===== config.mk =====
export PLATFORM = sky130hd
export DESIGN_NAME = wave_fetch_request_arbiter_flat
export DESIGN_NICKNAME = d
export VERILOG_FILES = /design/src/rtl/wave_fetch_request_arbiter_if.sv /design/src/rtl/wave_fetch_request_arbiter.sv /design/src/flat_wrapper.sv
export SDC_FILE = /design/constraint.sdc
export NUM_CORES = 1
export LEC_CHECK = 0
export ABC_CLOCK_PERIOD_IN_PS = 6100
export CORE_MARGIN = 2
export CORE_UTILIZATION = 52
export DETAILED_ROUTE_END_ITERATION = 10
export PLACE_DENSITY = 0.83
export SLEW_MARGIN = 30
export SYNTH_ARGS = -nofsm -noshare
export SYNTH_HDL_FRONTEND = slang
export SYNTH_SLANG_ARGS = --single-unit

===== constraint.sdc =====
create_clock -name clk -period 6.1 [get_ports clk]
set_clock_uncertainty 0.1 [all_clocks]
set_input_delay 1.83 -clock clk [delete_from_list [all_inputs] [get_ports clk]]
set_output_delay 1.83 -clock clk [all_outputs]
set_load 0.1 [all_outputs]

===== src/rtl/wave_fetch_request_arbiter_if.sv =====
// -----------------------------------------------------------------------------
// wave_fetch_request_arbiter_if
//
// Purpose: valid/ack handshake between the wavefront fetch request arbiter and
//          the instruction fetch unit.
//
// Signals:
//   fetch_req_valid  arbiter -> fetch  request presented
//   fetch_req_wfid   arbiter -> fetch  wavefront id of the presented request
//   fetch_ack        fetch -> arbiter  fetch accepts the presented request
//
// Modports:
//   master  arbiter side (drives valid/wfid, samples ack)
//   slave   fetch side   (samples valid/wfid, drives ack)
// -----------------------------------------------------------------------------
interface wave_fetch_request_arbiter_if #(
  parameter int WFID_W = 6
);
  logic              fetch_req_valid;
  logic [WFID_W-1:0] fetch_req_wfid;
  logic              fetch_ack;

  modport master (
    output fetch_req_valid,
    output fetch_req_wfid,
    input  fetch_ack
  );

  modport slave (
    input  fetch_req_valid,
    input  fetch_req_wfid,
    output fetch_ack
  );
endinterface


===== src/rtl/wave_fetch_request_arbiter.sv =====
// -----------------------------------------------------------------------------
// wave_fetch_request_arbiter
//
// Purpose: collects one-cycle "fetch next instruction" pulses per wavefront
//          into a pending bitmap and grants them one at a time, round-robin,
//          to the instruction fetch unit over a valid/ack handshake. A pulse
//          that arrives while fetch is busy is held until it is granted.
//
// Parameters:
//   NUM_WF   wavefronts per CU (default 40)
//   WFID_W   wavefront id width (default 6)
//
// Ports:
//   clk                 in   clock, rising edge
//   rst                 in   synchronous reset, active-low
//   wave_valid_entries  in   [NUM_WF] fetch request pulses from issue flow control
//   wf_kill             in   [NUM_WF] per-wavefront flush
//   pending_bitmap      out  [NUM_WF] registered pending requests (debug/tracemon)
//   fetch_if            master modport: fetch_req_valid, fetch_req_wfid, fetch_ack
//   perf_grant_cnt      out  [32] accepted grants, saturating (optional)
//   perf_stall_cnt      out  [32] cycles with valid & !ack, saturating (optional)
//
// Build option:
//   FETCH_ARB_PERF_CNT_EN  when defined, adds the two performance counters.
//
// All outputs are registered; nothing combinational reaches an output port.
// -----------------------------------------------------------------------------
module wave_fetch_request_arbiter #(
  parameter int NUM_WF = 40,
  parameter int WFID_W = 6
) (
  input  logic                      clk,
  input  logic                      rst,
  input  logic [NUM_WF-1:0]         wave_valid_entries,
  input  logic [NUM_WF-1:0]         wf_kill,
  output logic [NUM_WF-1:0]         pending_bitmap,
`ifdef FETCH_ARB_PERF_CNT_EN
  output logic [31:0]               perf_grant_cnt,
  output logic [31:0]               perf_stall_cnt,
`endif
  wave_fetch_request_arbiter_if.master fetch_if
);

  typedef enum logic {
    ST_IDLE = 1'b0,
    ST_REQ  = 1'b1
  } state_e;

  state_e            state_q;
  logic              valid_q;
  logic [WFID_W-1:0] wfid_q;
  logic [WFID_W-1:0] last_wf_q;
  logic [NUM_WF-1:0] pending_q;
  logic [NUM_WF-1:0] pending_d;

  logic              accept;
  logic              kill_presented;
  logic [NUM_WF-1:0] accepted_mask;
  logic [NUM_WF-1:0] candidates;
  logic [WFID_W-1:0] search_ptr;
  int                search_start;
  logic              found;
  logic              found_hi;
  logic [WFID_W-1:0] win_hi;
  logic [WFID_W-1:0] win_lo;
  logic [WFID_W-1:0] winner;

  // ---------------------------------------------------------------------------
  // Pending update and round-robin winner search
  // ---------------------------------------------------------------------------
  always_comb begin
    // NOTE: every variable gets a default before any conditional assignment so
    // no path leaves it unassigned and no latch is inferred.
    accept         = valid_q & fetch_if.fetch_ack;
    accepted_mask  = '0;
    kill_presented = 1'b0;
    pending_d      = pending_q;
    found_hi       = 1'b0;
    win_hi         = '0;
    win_lo         = '0;

    for (int i = 0; i < NUM_WF; i++) begin
      if (wfid_q == WFID_W'(i)) begin
        accepted_mask[i] = accept;
        kill_presented   = wf_kill[i];
      end
    end

    // Kill beats a new pulse, a new pulse beats the accept clear.
    for (int i = 0; i < NUM_WF; i++) begin
      if (wf_kill[i])                 pending_d[i] = 1'b0;
      else if (wave_valid_entries[i]) pending_d[i] = 1'b1;
      else if (accepted_mask[i])      pending_d[i] = 1'b0;
    end

    // The wf being accepted right now is never re-granted in the same step,
    // and the search starts just after it so back-to-back grants rotate.
    candidates = pending_q & ~wf_kill & ~accepted_mask;
    search_ptr = accept ? wfid_q : last_wf_q;

    // Wrap at NUM_WF rather than at 2^WFID_W.
    if (int'(search_ptr) >= NUM_WF - 1) search_start = 0;
    else                                search_start = int'(search_ptr) + 1;

    // Two-pass priority search: first set bit at or above the start, else the
    // lowest set bit overall (the wrapped part of the ring).
    for (int i = NUM_WF - 1; i >= 0; i--) begin
      if (candidates[i]) begin
        win_lo = WFID_W'(i);
        if (i >= search_start) begin
          found_hi = 1'b1;
          win_hi   = WFID_W'(i);
        end
      end
    end

    found  = |candidates;
    winner = found_hi ? win_hi : win_lo;
  end

  // ---------------------------------------------------------------------------
  // State, pointer and output FSM
  // ---------------------------------------------------------------------------
  // NOTE: sequential state uses non-blocking assignments only, so every
  // register samples the pre-edge values regardless of statement order.
  always_ff @(posedge clk) begin
    if (!rst) begin
      // NOTE: the pending bitmap is ordinary state, not a memory, so it is
      // cleared with everything else; outstanding requests are dropped.
      state_q   <= ST_IDLE;
      valid_q   <= 1'b0;
      wfid_q    <= '0;
      last_wf_q <= WFID_W'(NUM_WF - 1);
      pending_q <= '0;
    end else begin
      pending_q <= pending_d;
      if (accept) last_wf_q <= wfid_q;

      case (state_q)
        ST_IDLE: begin
          if (found) begin
            state_q <= ST_REQ;
            valid_q <= 1'b1;
            wfid_q  <= winner;
          end
        end
        ST_REQ: begin
          // Only an accept or a kill of the presented wf may move the request;
          // otherwise valid and wfid stay put.
          if (accept || kill_presented) begin
            if (found) begin
              wfid_q <= winner;
            end else begin
              state_q <= ST_IDLE;
              valid_q <= 1'b0;
            end
          end
        end
        default: begin
          state_q <= ST_IDLE;
          valid_q <= 1'b0;
        end
      endcase
    end
  end

`ifdef FETCH_ARB_PERF_CNT_EN
  // ---------------------------------------------------------------------------
  // Saturating performance counters
  // ---------------------------------------------------------------------------
  logic [31:0] grant_cnt_q;
  logic [31:0] stall_cnt_q;

  always_ff @(posedge clk) begin
    if (!rst) begin
      grant_cnt_q <= '0;
      stall_cnt_q <= '0;
    end else begin
      if (accept && (grant_cnt_q != '1))
        grant_cnt_q <= grant_cnt_q + 32'd1;
      if (valid_q && !fetch_if.fetch_ack && (stall_cnt_q != '1))
        stall_cnt_q <= stall_cnt_q + 32'd1;
    end
  end

  assign perf_grant_cnt = grant_cnt_q;
  assign perf_stall_cnt = stall_cnt_q;
`endif

  assign fetch_if.fetch_req_valid = valid_q;
  assign fetch_if.fetch_req_wfid  = wfid_q;
  assign pending_bitmap           = pending_q;

endmodule


===== src/flat_wrapper.sv =====
// flat-port wrapper written by rule: the top's interface ports become plain ports
module wave_fetch_request_arbiter_flat 
#(
  parameter int NUM_WF = 40,
  parameter int WFID_W = 6
)
  (clk, rst, wave_valid_entries, wf_kill, pending_bitmap, fetch_if_fetch_req_valid, fetch_if_fetch_req_wfid, fetch_if_fetch_ack);
  wave_fetch_request_arbiter_if #(.WFID_W(WFID_W)) fetch_if_i ();
  input  logic clk;
  input  logic rst;
  input  logic [NUM_WF-1:0] wave_valid_entries;
  input  logic [NUM_WF-1:0] wf_kill;
  output logic [NUM_WF-1:0] pending_bitmap;
  output wire logic [$bits(fetch_if_i.fetch_req_valid)-1:0] fetch_if_fetch_req_valid;
  output wire logic [$bits(fetch_if_i.fetch_req_wfid)-1:0] fetch_if_fetch_req_wfid;
  input wire logic [$bits(fetch_if_i.fetch_ack)-1:0] fetch_if_fetch_ack;
  assign fetch_if_fetch_req_valid = fetch_if_i.fetch_req_valid;
  assign fetch_if_fetch_req_wfid = fetch_if_i.fetch_req_wfid;
  assign fetch_if_i.fetch_ack = fetch_if_fetch_ack;
  wave_fetch_request_arbiter #(.NUM_WF(NUM_WF), .WFID_W(WFID_W)) u_core (.clk(clk), .rst(rst), .wave_valid_entries(wave_valid_entries), .wf_kill(wf_kill), .pending_bitmap(pending_bitmap), .fetch_if(fetch_if_i));
endmodule

==> results by group <==
Pwr
  • Switching Power: 1.18 mW
  • Pwr per Cell Area: approximately 300 nW/um^2
  • Sequential share of power: 20.6%
  • Worst VDD drop: 0.218 mV
  • Switch share: 53.4%
  • Post-layout total power: approximately 2.2 mW
  • Int Pwr: 1.03 mW
  • Clock power share: approximately 12%
  • Logic pwr share: about two thirds
  • Cell leakage power: approximately 2.8 nW

Logic synthesis
  • Compound-Gate Fraction of Synth Area: between 30% and 40%
  • Largest family of logic cells by synthesized area: compound AO/OA/AOI/OAI gates
  • Post-Synthesis Cells: slightly below 800
  • Post-synth ARST share: 0%
  • Top FF cell, synth: dfxtp_1
  • Avg Inst Size Synth: a little over 7 sq um
  • Synth unique cells: 93
  • Post-synth EDFFs: 0
  • Multiplexer share of the synthesized area: 2.69%
  • Sequential-to-total area share from yosys stat: between 10% and 20%
  • Yosys warning count: 0
  • Synth Area in Simple Gates: about a third
  • Top cells by area, synth: dfxtp_1 20%, a21oi_1 7.2%, nor2_1 4.3%, o21ai_0 4.1%, nor3_1 4.0%
  • Synth area leader: dfxtp_1
  • Post-Syn Area: about 5500 sq um
  • Syn nets: 861
  • Post-Synth XOR/XNOR Area: 0.160%
  • Synth Register Bits: 54
  • Synth Area in Adders: 0.456%
  • Synth top area share: around a fifth

Floorplanning
  • Die area: roughly 11000 sq um
  • Starting density of the core: 53.3%
  • Placeable Area: between 10000 and 15000 sq um
  • Die H: 107 um
  • Ports: 130
  • Std cell rows: 37
  • Die W: 107 um

Cells and area
  • Fin nets: 1030
  • Commonest non-fill, non-tap cells in the layout: 129 x clkdlybuf4s50_1, 78 x a21oi_1, 75 x buf_4, 63 x nor2_1, 55 x nand2_1
  • Finished Layout Cells: 1082
  • Ant. Diodes: 0
  • Share of post-route cells with drive strength above 1: approximately 14%
  • Commonest non-fill, non-tap cell in the layout: clkdlybuf4s50_1
  • Layout area overhead: 35.6%
  • Fin util: 72.3%

Drt
  • Via density: 7.05
  • WL final: 24700 um
  • Detailed-router iteration count before antenna repair: 8
  • WL per Instance: 22.9 um
  • Routed via count: 7630
  • # DRC: 0
  • Initial DRC Count: 1191
  • Routed Antenna Nets: 0

Placement
  • Placed insts: around 1100
  • DP HPWL: 19700 um
  • PortBufs: roughly 130
  • GP Congestion: approximately 1.1

GRT
  • GRT Residual Overflow: 0
  • GR Util All Layers: 42.7%
  • Pin count of the biggest net entering global routing: 47
  • Antenna violations before repair: 0
  • Vias in the first global route: 7158
  • First-pass GRT wire length: 38400 um

Worst hold path
  • Hold Path Origin: u_core.pending_bitmap[21]$_SDFFE_PP0P_
  • Hold Path Cell Cnt: 2
  • Worst min-delay path class: flop to flop
  • Hold EP: u_core.pending_bitmap[21]$_SDFFE_PP0P_

Timing
  • Fin crit share: 97.7%
  • Slew HR: 30.8%
  • Endpoints failing hold: 0
  • Actual slew at the worst max-slew pin: 1.03 ns
  • Final Max Tran Viols: 0
  • Setup_tns: 0 ns
  • Finish-stage setup viols: 0
  • Tmin final: 5.96 ns
  • Top achievable clock speed: 0.168 GHz
  • RSZ-0062 raised after global routing: false

Worst setup path
  • Crit end category: flop
  • Crit path max fanout: 8
  • Reg2Reg Depth: 14
  • Worst setup SP type: primary input
  • CP max stage delay: slightly above 0.6 ns
  • Crit-path cells: clkdlybuf4s50_1 > nand2_2 > mux2i_2 > inv_2 > ha_1 > nand3_1 > nor3_1 > a21oi_1 > o311ai_1 > o211a_1 > nand4_1 > or4_4 > or4_1 > a31oi_1
  • Reg2reg setup slack: 1.49 ns
  • FF-to-FF End: u_core.fetch_if.fetch_req_wfid[1]$_SDFFE_PN0P_
  • Critical path class: primary input to flop
  • Critical path's slowest cell: clkdlybuf4s50_1
  • Critical Path RT: 6.25 ns
  • Worst path arrival time: 6.11 ns
  • Launch point of the worst reg-to-reg path: u_core.fetch_if.fetch_req_wfid[0]$_SDFFE_PN0P_

CTS
  • Post-CTS resize count: 0
  • CTS buffer count: 5
  • Skew-Pair Late Insertion Delay: roughly 0.32 ns
  • Clk root buf: clkbuf_8
  • Setup Buffers After CTS: 0
  • Deepest clock path buffer count: 2
  • Clk sinks: 54
  • H-Tree Depth: 2
  • Worst-path clk slew: approximately 0.1 ns
  • CTS tree: done
  • # hold bufs at CTS: 0

Job
  • Max-Cap Viols: 0

Run status
  • Outcome: completed
cells in the mapped netlist, types with 4 or more instances:
| master | n |
|---|---|
| nor4_1 | 7 |
| and4b_1 | 4 |
| o21a_1 | 4 |
| nand2_1 | 55 |
| and3_1 | 9 |
| a31oi_1 | 16 |
| a21o_1 | 7 |
| a21boi_0 | 8 |
| o21ai_1 | 6 |
| nor3_2 | 4 |
| nand4b_1 | 4 |
| clkbuf_1 | 24 |
| nor3_1 | 44 |
| a221oi_1 | 4 |
| or2_2 | 7 |
| nand2b_1 | 21 |
| and2_1 | 7 |
| o211a_1 | 5 |
| dfxtp_1 | 54 |
| inv_1 | 33 |
| o31ai_1 | 7 |
| a211o_1 | 6 |
| a41oi_1 | 5 |
| mux2i_1 | 4 |
| a21bo_2 | 4 |
| or4_1 | 4 |
| buf_2 | 12 |
| o22ai_1 | 4 |
| o2111ai_1 | 6 |
| nor2_1 | 63 |
| o21ai_0 | 45 |
| or3_1 | 7 |
| a22oi_1 | 5 |
| nand3_1 | 34 |
| nand4_1 | 16 |
| o211ai_1 | 9 |
| nor2b_1 | 17 |
| a21oi_1 | 79 |
| a311oi_1 | 6 |
| a211oi_1 | 27 |
worst max path at each step:
stage,startpoint,endpoint,slack (ns),cells after the start
after floorplan,fetch_if_fetch_ack,u_core.fetch_if.fetch_req_wfid[1]$_SDFFE_PN0P_,0.40,16
after global placement,fetch_if_fetch_ack,u_core.fetch_if.fetch_req_wfid[1]$_SDFFE_PN0P_,0.11,14
after detailed placement,fetch_if_fetch_ack,u_core.fetch_if.fetch_req_wfid[1]$_SDFFE_PN0P_,-0.05,15
after CTS,fetch_if_fetch_ack,u_core.fetch_if.fetch_req_wfid[1]$_SDFFE_PN0P_,0.24,15
after global routing,fetch_if_fetch_ack,u_core.fetch_if.fetch_req_wfid[1]$_SDFFE_PN0P_,0.02,16
final,fetch_if_fetch_ack,u_core.fetch_if.fetch_req_wfid[1]$_SDFFE_PN0P_,0.14,14
critical path, delay by kind of cell:
kind | cells | cell delay [ns]
fa+ha+maj | 1 | 0.41
compound gates | 4 | 1.07
simple gates | 6 | 1.85
mux | 1 | 0.24
buf+inv | 2 | 0.69
per-layer routing:
layer  part of all wire [%]  global-route usage (%)
met1                     39                    55.7
met4                    5.4                    16.8
met2                     42                    66.2
met3                     14                    12.5
met5                      0                       0
registers in the layout (all words and copies together), names as in the netlist:
name and count:
u_core.pending_bitmap 40, u_core.fetch_if.fetch_req_valid 1, u_core.last_wf_q 6, u_core.fetch_if.fetch_req_wfid 6, u_core.state_q 1
cells by family after synthesis:
| family | after synthesis |
|---|---|
| simple gates | 337 |
| flops | 54 |
| xor+xnor | 1 |
| fa+ha+maj | 2 |
| buf+inv | 79 |
| compound gates | 292 |
| mux | 11 |
per-stage QoR:
stage	setup WS [ns]	hold WS (ns)	instance area, sq um
2_1_floorplan	0.404	0.402	5480
3_3_place_gp	0.106	0.387	7320
3_5_place_dp	-0.0499	0.394	7320
4_1_cts	0.240	0.411	7430
5_1_grt	0.0205	0.429	7430
6_report	0.140	0.419	7430
power groups by stage:
stage	Clock (mW)	Combinational, mW	Sequential [mW]
2_1_floorplan	0	0.760	0.608
5_1_grt	0.261	1.56	0.456
4_1_cts	0.250	1.43	0.448
3_3_place_gp	0	1.41	0.453
6_report	0.255	1.49	0.454
3_5_place_dp	0	1.42	0.456
cell type report:
cell class | instances | area (sq um)
Sequential cell | 54 | 1080
Clock buffer | 6 | 72.6
Tap cell | 136 | 170
Clock inverter | 2 | 37.5
Multi-Input combinational cell | 643 | 4060
Inverter | 36 | 135
Timing Repair Buffer | 205 | 1870
Fill cell | 816 | 2840
No activity file was read; power rests on OpenSTA's default activity.
